===== src/rtl/mmio_pkg.sv =====
// mmio_pkg: MMIO register map addresses and STATUS bit positions
package mmio_pkg;
  localparam logic [7:0] ADDR_LED     = 8'h00;
  localparam logic [7:0] ADDR_STATUS  = 8'h04;
  localparam logic [7:0] ADDR_IN      = 8'h08;
  localparam logic [7:0] ADDR_OUT     = 8'h0C;
  localparam logic [7:0] ADDR_SW      = 8'h10;
  localparam logic [7:0] ADDR_CYC     = 8'h14;
  localparam logic [7:0] ADDR_CYC_CLR = 8'h18;
  localparam int ST_NONEMPTY = 0;
  localparam int ST_FREE     = 1;
  localparam int ST_COUNT    = 2;
endpackage


===== src/rtl/mmio_in_fifo.sv =====
// mmio_in_fifo: small synchronous FIFO buffering producer bytes for CPU reads
module mmio_in_fifo #(
  parameter int W     = 8,
  parameter int DEPTH = 4
) (
  input  logic                       clk,
  input  logic                       rstn,
  input  logic                       push,
  input  logic [W-1:0]               data,
  input  logic                       pop,
  output logic [W-1:0]               head,
  output logic [$clog2(DEPTH):0]     count,
  output logic                       full,
  output logic                       empty
);
  localparam int AW = $clog2(DEPTH);
  logic [W-1:0] mem [DEPTH];
  logic [AW-1:0] wr_ptr, rd_ptr;
  logic do_push, do_pop;
  assign full = count == (AW+1)'(DEPTH);
  assign empty = count == '0;
  assign do_push = push && !full;
  assign do_pop = pop && !empty;
  assign head = mem[rd_ptr];
  // pointers wrap naturally because DEPTH is a power of two
  always_ff @(posedge clk or negedge rstn)
    if (!rstn) begin
      wr_ptr <= '0;
      rd_ptr <= '0;
      count <= '0;
    end else begin
      wr_ptr <= do_push ? wr_ptr + 1'b1 : wr_ptr;
      rd_ptr <= do_pop ? rd_ptr + 1'b1 : rd_ptr;
      count <= count + (AW+1)'(do_push) - (AW+1)'(do_pop);
    end
  always_ff @(posedge clk)
    if (do_push) mem[wr_ptr] <= data;
endmodule


===== src/rtl/mmio_responder.sv =====
// mmio_responder: decodes the CPU MMIO window for LEDs, switches, byte FIFO, mailbox and cycle counter
module mmio_responder
  import mmio_pkg::*;
#(
  parameter int IN_DEPTH = 4,
  parameter int LED_W    = 16,
  parameter int SW_W     = 16
) (
  input  logic             clk,
  input  logic             rstn,
  input  logic [7:0]       io_addr,
  input  logic [31:0]      io_dout,
  input  logic             io_we,
  input  logic             io_rd,
  output logic [31:0]      io_din,
  input  logic [SW_W-1:0]  sw,
  output logic [LED_W-1:0] led,
  input  logic             in_valid,
  input  logic [7:0]       in_data,
  output logic             in_ready,
  output logic             out_valid,
  output logic [31:0]      out_data,
  input  logic             out_ack
);
  localparam int CW = $clog2(IN_DEPTH) + 1;
  logic [7:0] fifo_head;
  logic [CW-1:0] fifo_count;
  logic fifo_full, fifo_empty;
  logic [SW_W-1:0] sw_meta, sw_sync;
  logic [31:0] cycles, status;
  logic wr_led, wr_out, wr_clr, rd_in;
  assign wr_led = io_we && io_addr == ADDR_LED;
  assign wr_out = io_we && io_addr == ADDR_OUT;
  assign wr_clr = io_we && io_addr == ADDR_CYC_CLR;
  assign rd_in = io_rd && io_addr == ADDR_IN;
  assign in_ready = !fifo_full;
  mmio_in_fifo #(.W(8), .DEPTH(IN_DEPTH)) u_fifo (
    .clk   (clk),
    .rstn  (rstn),
    .push  (in_valid),
    .data  (in_data),
    .pop   (rd_in),
    .head  (fifo_head),
    .count (fifo_count),
    .full  (fifo_full),
    .empty (fifo_empty)
  );
  always_comb begin
    status = '0;
    status[ST_NONEMPTY] = !fifo_empty;
    status[ST_FREE] = !out_valid;
    status[ST_COUNT +: 3] = 3'(fifo_count);
  end
  always_comb begin
    io_din = '0;
    case (io_addr)
      ADDR_LED:    io_din = 32'(led);
      ADDR_STATUS: io_din = status;
      ADDR_IN:     io_din = fifo_empty ? 32'd0 : 32'(fifo_head);
      ADDR_SW:     io_din = 32'(sw_sync);
      ADDR_CYC:    io_din = cycles;
      default:     io_din = '0;
    endcase
  end
  // clear loads 1 so the counter has already ticked once when read the next cycle
  always_ff @(posedge clk or negedge rstn)
    if (!rstn) begin
      led <= '0;
      out_valid <= 1'b0;
      out_data <= '0;
      cycles <= '0;
      sw_meta <= '0;
      sw_sync <= '0;
    end else begin
      led <= wr_led ? io_dout[LED_W-1:0] : led;
      out_valid <= out_valid ? !out_ack : wr_out;
      out_data <= (wr_out && !out_valid) ? io_dout : out_data;
      cycles <= wr_clr ? 32'd1 : cycles + 32'd1;
      sw_meta <= sw;
      sw_sync <= sw_meta;
    end
endmodule


===== config.mk =====
export PLATFORM = sky130hd
export DESIGN_NAME = mmio_responder
export DESIGN_NICKNAME = d
export VERILOG_FILES = /design/src/rtl/mmio_pkg.sv /design/src/rtl/mmio_in_fifo.sv /design/src/rtl/mmio_responder.sv
export SDC_FILE = /design/constraint.sdc
export NUM_CORES = 1
export LEC_CHECK = 0
export ABC_AREA = 1
export BUFFER_PORTS_ARGS = -buffer_cell sky130_fd_sc_hd__buf_2
export CAP_MARGIN = 5
export CORE_MARGIN = 5
export CORE_UTILIZATION = 55
export DETAILED_ROUTE_END_ITERATION = 10
export PLACE_DENSITY_LB_ADDON = 0.08
export SETUP_SLACK_MARGIN = 0.1
export SYNTH_ARGS = -nofsm -noshare
export SYNTH_HDL_FRONTEND = slang
export SYNTH_SLANG_ARGS = --single-unit

===== constraint.sdc =====
create_clock -name clk -period 4.76 [get_ports clk]
set_clock_uncertainty 0.2 [all_clocks]
set_input_delay 0.952 -clock clk [delete_from_list [all_inputs] [get_ports clk]]
set_output_delay 0.952 -clock clk [all_outputs]
set_load 0.01 [all_outputs]

# Word level (Yosys, flattened, before mapping)
# Memory sizes are Yosys's and may differ from the RTL's.
# Cells that the tools add are included.
# Widths: inputs -> output; s select.
[classes]
n_reduce_logical = 13
addsub = 5
n_mux = 6
n_eq_ne = 7
[ops]
columns = ["operator", "count"]
rows = [
  ["$pmux 32 s5", 1],
  ["$add 32x1->32 const B", 1],
  ["$mux 32", 1],
  ["$eq 8x5->1 const B", 3],
  ["$eq 8x4->1 const B", 2],
  ["$eq 8x3->1 const B", 1],
  ["$logic_not 8->1", 1],
  ["$mux 8", 1],
  ["$logic_and 1x1->1", 7],
  ["$add 2x1->2 const B", 2],
  ["$logic_not 1->1", 4],
  ["$add 3x1->3", 1],
  ["$eq 3x3->1 const B", 1],
  ["$logic_not 3->1", 1],
  ["$mux 1", 3],
  ["$sub 3x1->3", 1],
]
[word_totals]
ramBits = 32
n_memories = 1
ff_bits = 120
output_inout_bits = 82
input_bits = 70
[memory_table]
columns = ["memory", "depth", "width", "read_ports", "rd_clocked_by_memory_dff", "write_ports", "line", "text"]
rows = [
  ["u_fifo.mem", 4, 8, 1, 0, 1, "mmio_in_fifo.sv:17", "logic [W-1:0] mem [DEPTH];"],
]

# Logic depth before layout (Yosys ltp)
[depth]
word_depth = 5
ltp_mapped = 11

# Cells and area by module
# A second synthesis with hierarchy kept.
[hier_totals]
cells_unflattened = 815
hier_area_um2 = 7020.5
[modules_own_cells]
columns = ["module", "n_inst", "cells_per_inst", "area_per_inst_um2"]
rows = [
  ["mmio_responder", 1, 656, 5295.1],
  ["mmio_in_fifo", 1, 159, 1725.4],
]

# Worst setup path before layout
# Ideal clock, no wire load.
[synth_timing]
path_kind = "input port to output port"
from = "in io_addr[7]"
to = "out io_din[11]"
t_required_ps = 3608
cell_stages = 6
path_slack_ps = 1772
arrival_time_ps = 1836
cell_sequence = "nor2_2 > nand3_1 > inv_2 > nand2_1 > buf_2 > o211ai_1"
[synth_between]
elab_chain_len = 2
word_cells_on_any_way = 6
[synth_rtl]
columns = ["item", "line", "text"]
rows = [
  ["from (decl)", "mmio_responder.sv:11", "input logic [7:0] io_addr,"],
  ["$eq 8x5->1 (tied with other cells)", "mmio_responder.sv:56", "case (io_addr)"],
  ["$pmux 32 s5 *", "mmio_responder.sv:56", ""],
  ["to (decl)", "mmio_responder.sv:15", "output logic [31:0] io_din,"],
]
# Mark *: on every way between the ends. The rest lies on a longest branch, timed or not.

# Worst setup path after layout
[layout_timing]
from = "in io_addr[0]"
to = "out io_din[15]"
# The elaborated chain is that of the path after synthesis.

==> impl_metrics.yaml <==
yosys:
  synth-edff-count: 32
  yosys_warnings: 0
  synth_commonest_cells: "nand2_1 (182), dfrtp_1 (120), nor2_1 (118)"
  seq_area_frac_synth_pct: 58.0
  synth_area_leaders: "dfrtp_1 (44%), edfxtp_1 (14%), nand2_1 (10%)"
  ys_ff_latch: 152
  synth_top_area_share_pct: 43.9
  syn_nets: 840
  yosys.area.top_type: "dfrtp_1"
  synthFlopType: "dfrtp_1"
  syn_area_sq_mm: 0.00683
  synth.avg_cell_area_sq_um: 8.97
  synthCells: 762
  synth.most_common_cell: "nand2_1"
  async_flop_share_pct: 78.9
  synth_cell_types: 31
power:
  seq_power_share_pct: 46.4
  powerDensity_mw_per_mm2: 424
  clockPowerShare_pct: 39.7
  power.internal_uw: 2530
  swShare_pct: 28.0
  leakage_uw: 0.00428
  p_sw_uw: 985
  ir_drop_uv: 261
  combPwrFrac_pct: 13.9
sta:
  fmax_mhz: 250
  fin_setup_tns_ns: 0
  slew_headroom_pct: 44.1
  hold_viol: 0
  tightestPinTransition_ns: 0.835
  finalCritPeriodShare_pct: 83.9
  setup-violations-final: 0
  final_max_slew_viol_count: 0
  rsz0062_at_grt: "no"
  period_minus_slack_ns: 3.99
grt:
  gr-total-overflow: 0
  grt_max_degree: 66
  grt_pass1_wl_mm: 26.6
  grt.total_usage_pct: 23.0
  antenna_found_initial: 0
  grt_pass1_vias: 5554
floorplanning:
  die_x_microns: 121
  num_io_pins: 152
  rows: 40
  die_area_sq_mm: 0.0148
  start_util_pct: 56.4
  die_h_microns: 121
  placeableCoreArea_sq_mm: 0.0121
cells_and_area:
  final_core_util_pct: 68.5
  diodes: 0
  nFillCells: 1019
  syn2layout_area_growth_pct: 21.4
  fin_nets: 990
  drive_gt1_share_pct: 24.2
routing:
  drc_errors: 0
  via_count: 5478
  totalWireLength_mm: 16.0
  drt_iter0_drc: 495
  wl_per_cell_microns: 14.6
  first_pass_iters: 5
  via_per_inst: 5.01
  detail-route-antenna-nets: 0
clocking:
  root_buffer: "clkbuf_16"
  cts_setup_buffers: 0
  cts_resized: 0
  cts_made_buffers: 17
  clk_latency_ns: 0.42
  cts_hold_buf: 0
  cts_max_level: 4
  cts.reportedPaths.clkPinSlew_ns: 0.06
  numClockSinks: 152
  cts_tree: "built"
  max-clock-path-buffers: 2
outcome:
  status: "finished clean"
critical_path:
  worstRegToRegCells: 10
  cp_max_fo: 23
  rr_endpoint: "u_fifo.count[2]"
  critPathCaptureType: "output pin"
  rr_startpoint: "u_fifo.count[1]"
  cp.arrival_ns: 2.84
  ff2ff_setup_slack_ns: 2.34
  critPathLaunchType: "input pin"
  crit_type: "input pin to output pin"
  required_ns: 3.61
place:
  dpl.hpwl_mm: 11.6
  port-buffer-count: 151
  gp_congestion: 0.965
job:
  maxCapViolations: 0
worst_hold_path:
  hp-start: "sw_meta[11]"
  hp-class: "flip-flop to flip-flop"
  hold_depth: 0
  hold-path-endpoint: "sw_sync[11]"
cell usage in the layout (no fill, tap or decap), types with 5 or more instances in the layout:
cell and count:
clkbuf_16 19, nor3_1 8, dfrtp_1 120, o21ai_2 14, buf_2 150, nor2_1 118
edfxtp_1 32, nand2_1 182, inv_1 85, nand3_1 51, xor2_1 9, o21ai_0 41
buf_4 5, o21ai_1 25, nand2_2 5, a21oi_1 7, o211ai_1 7, ha_1 7
nor2_2 8
metal layers:
layer | routed length, microns | track usage (%) | share of wire [%] | vias up
met1 | 6700 | 29.1 | 42 | 2582
met2 | 8080 | 38.9 | 51 | 150
met4 | 312 | 7.77 | 2.0 | 0
met3 | 860 | 5.41 | 5.4 | 25
li1 | - | - | - | 2721
met5 | 0 | 0 | 0 | -
power groups by stage:
| stage | Combinational, uW | Sequential, uW | Clock, uW |
|---|---|---|---|
| floorplan | 328 | 1620 | 0 |
| global placement | 473 | 1640 | 0 |
| detailed placement | 494 | 1650 | 0 |
| CTS | 497 | 1630 | 1410 |
| global route | 568 | 1660 | 1480 |
| finish | 489 | 1630 | 1400 |
through the flow:
step           std cells  worst slack (ns)  cell area [sq um]  hold slack, ns  power, uW
3_3_place_gp        1061             0.848               7670           0.134       2120
4_1_cts             1093             0.764               8290           0.149       3540
3_5_place_dp        1061             0.766               7670           0.136       2150
2_1_floorplan        762              1.77               6830           0.131       1950
5_1_grt             1093             0.517               8290           0.153       3700
6_report            1093             0.767               8290           0.149       3520
registers in the layout, summed over array words and instances, names as in the netlist:
register       cells
cycles            32
out_data          32
u_fifo.mem        32
led               16
sw_meta           16
sw_sync           16
u_fifo.count       3
u_fifo.rd_ptr      2
u_fifo.wr_ptr      2
out_valid          1
worst max-delay path by stage:
stage | start | endpoint | slack, ns | cells past startpoint
global placement | io_addr[7] | io_din[12] | 0.85 | 7
CTS | io_addr[0] | io_din[15] | 0.76 | 7
finish | io_addr[0] | io_din[15] | 0.77 | 7
floorplan | io_addr[7] | io_din[11] | 1.77 | 6
global route | io_addr[0] | io_din[9] | 0.52 | 7
detailed placement | io_addr[7] | io_din[15] | 0.77 | 7
area by class of cell:
type / count / area [sq um] / share of cell area [%]
Inverter: 88 / 332 / 4.00
Timing Repair Buffer: 155 / 788 / 9.50
Multi-Input combinational cell: 498 / 2370 / 28.6
Clock buffer: 21 / 493 / 5.94
Sequential cell: 152 / 3960 / 47.8
Tap cell: 168 / 210 / 2.53
Clock inverter: 11 / 133 / 1.60
cell families (layout without fill, tap and decap cells):
group,after synthesis,count (layout),share of synthesized area [%]
and+or+nand+nor,385,385,23.8
buffers and inverters,112,275,7.31
adders and majority gates,8,8,1.57
DFF,152,152,58.0
AOI/OAI and AO/OA,94,94,7.91
xor gates and xnor gates,11,11,1.41
critical path: stages:
cell and delay, ns:
buf_2 0.11, inv_1 0.06, nand2_1 0.09, nor3_4 0.46, nand2_1 0.61, o211ai_1 0.37
buf_2 0.17
(Power assumes the default switching activity.)
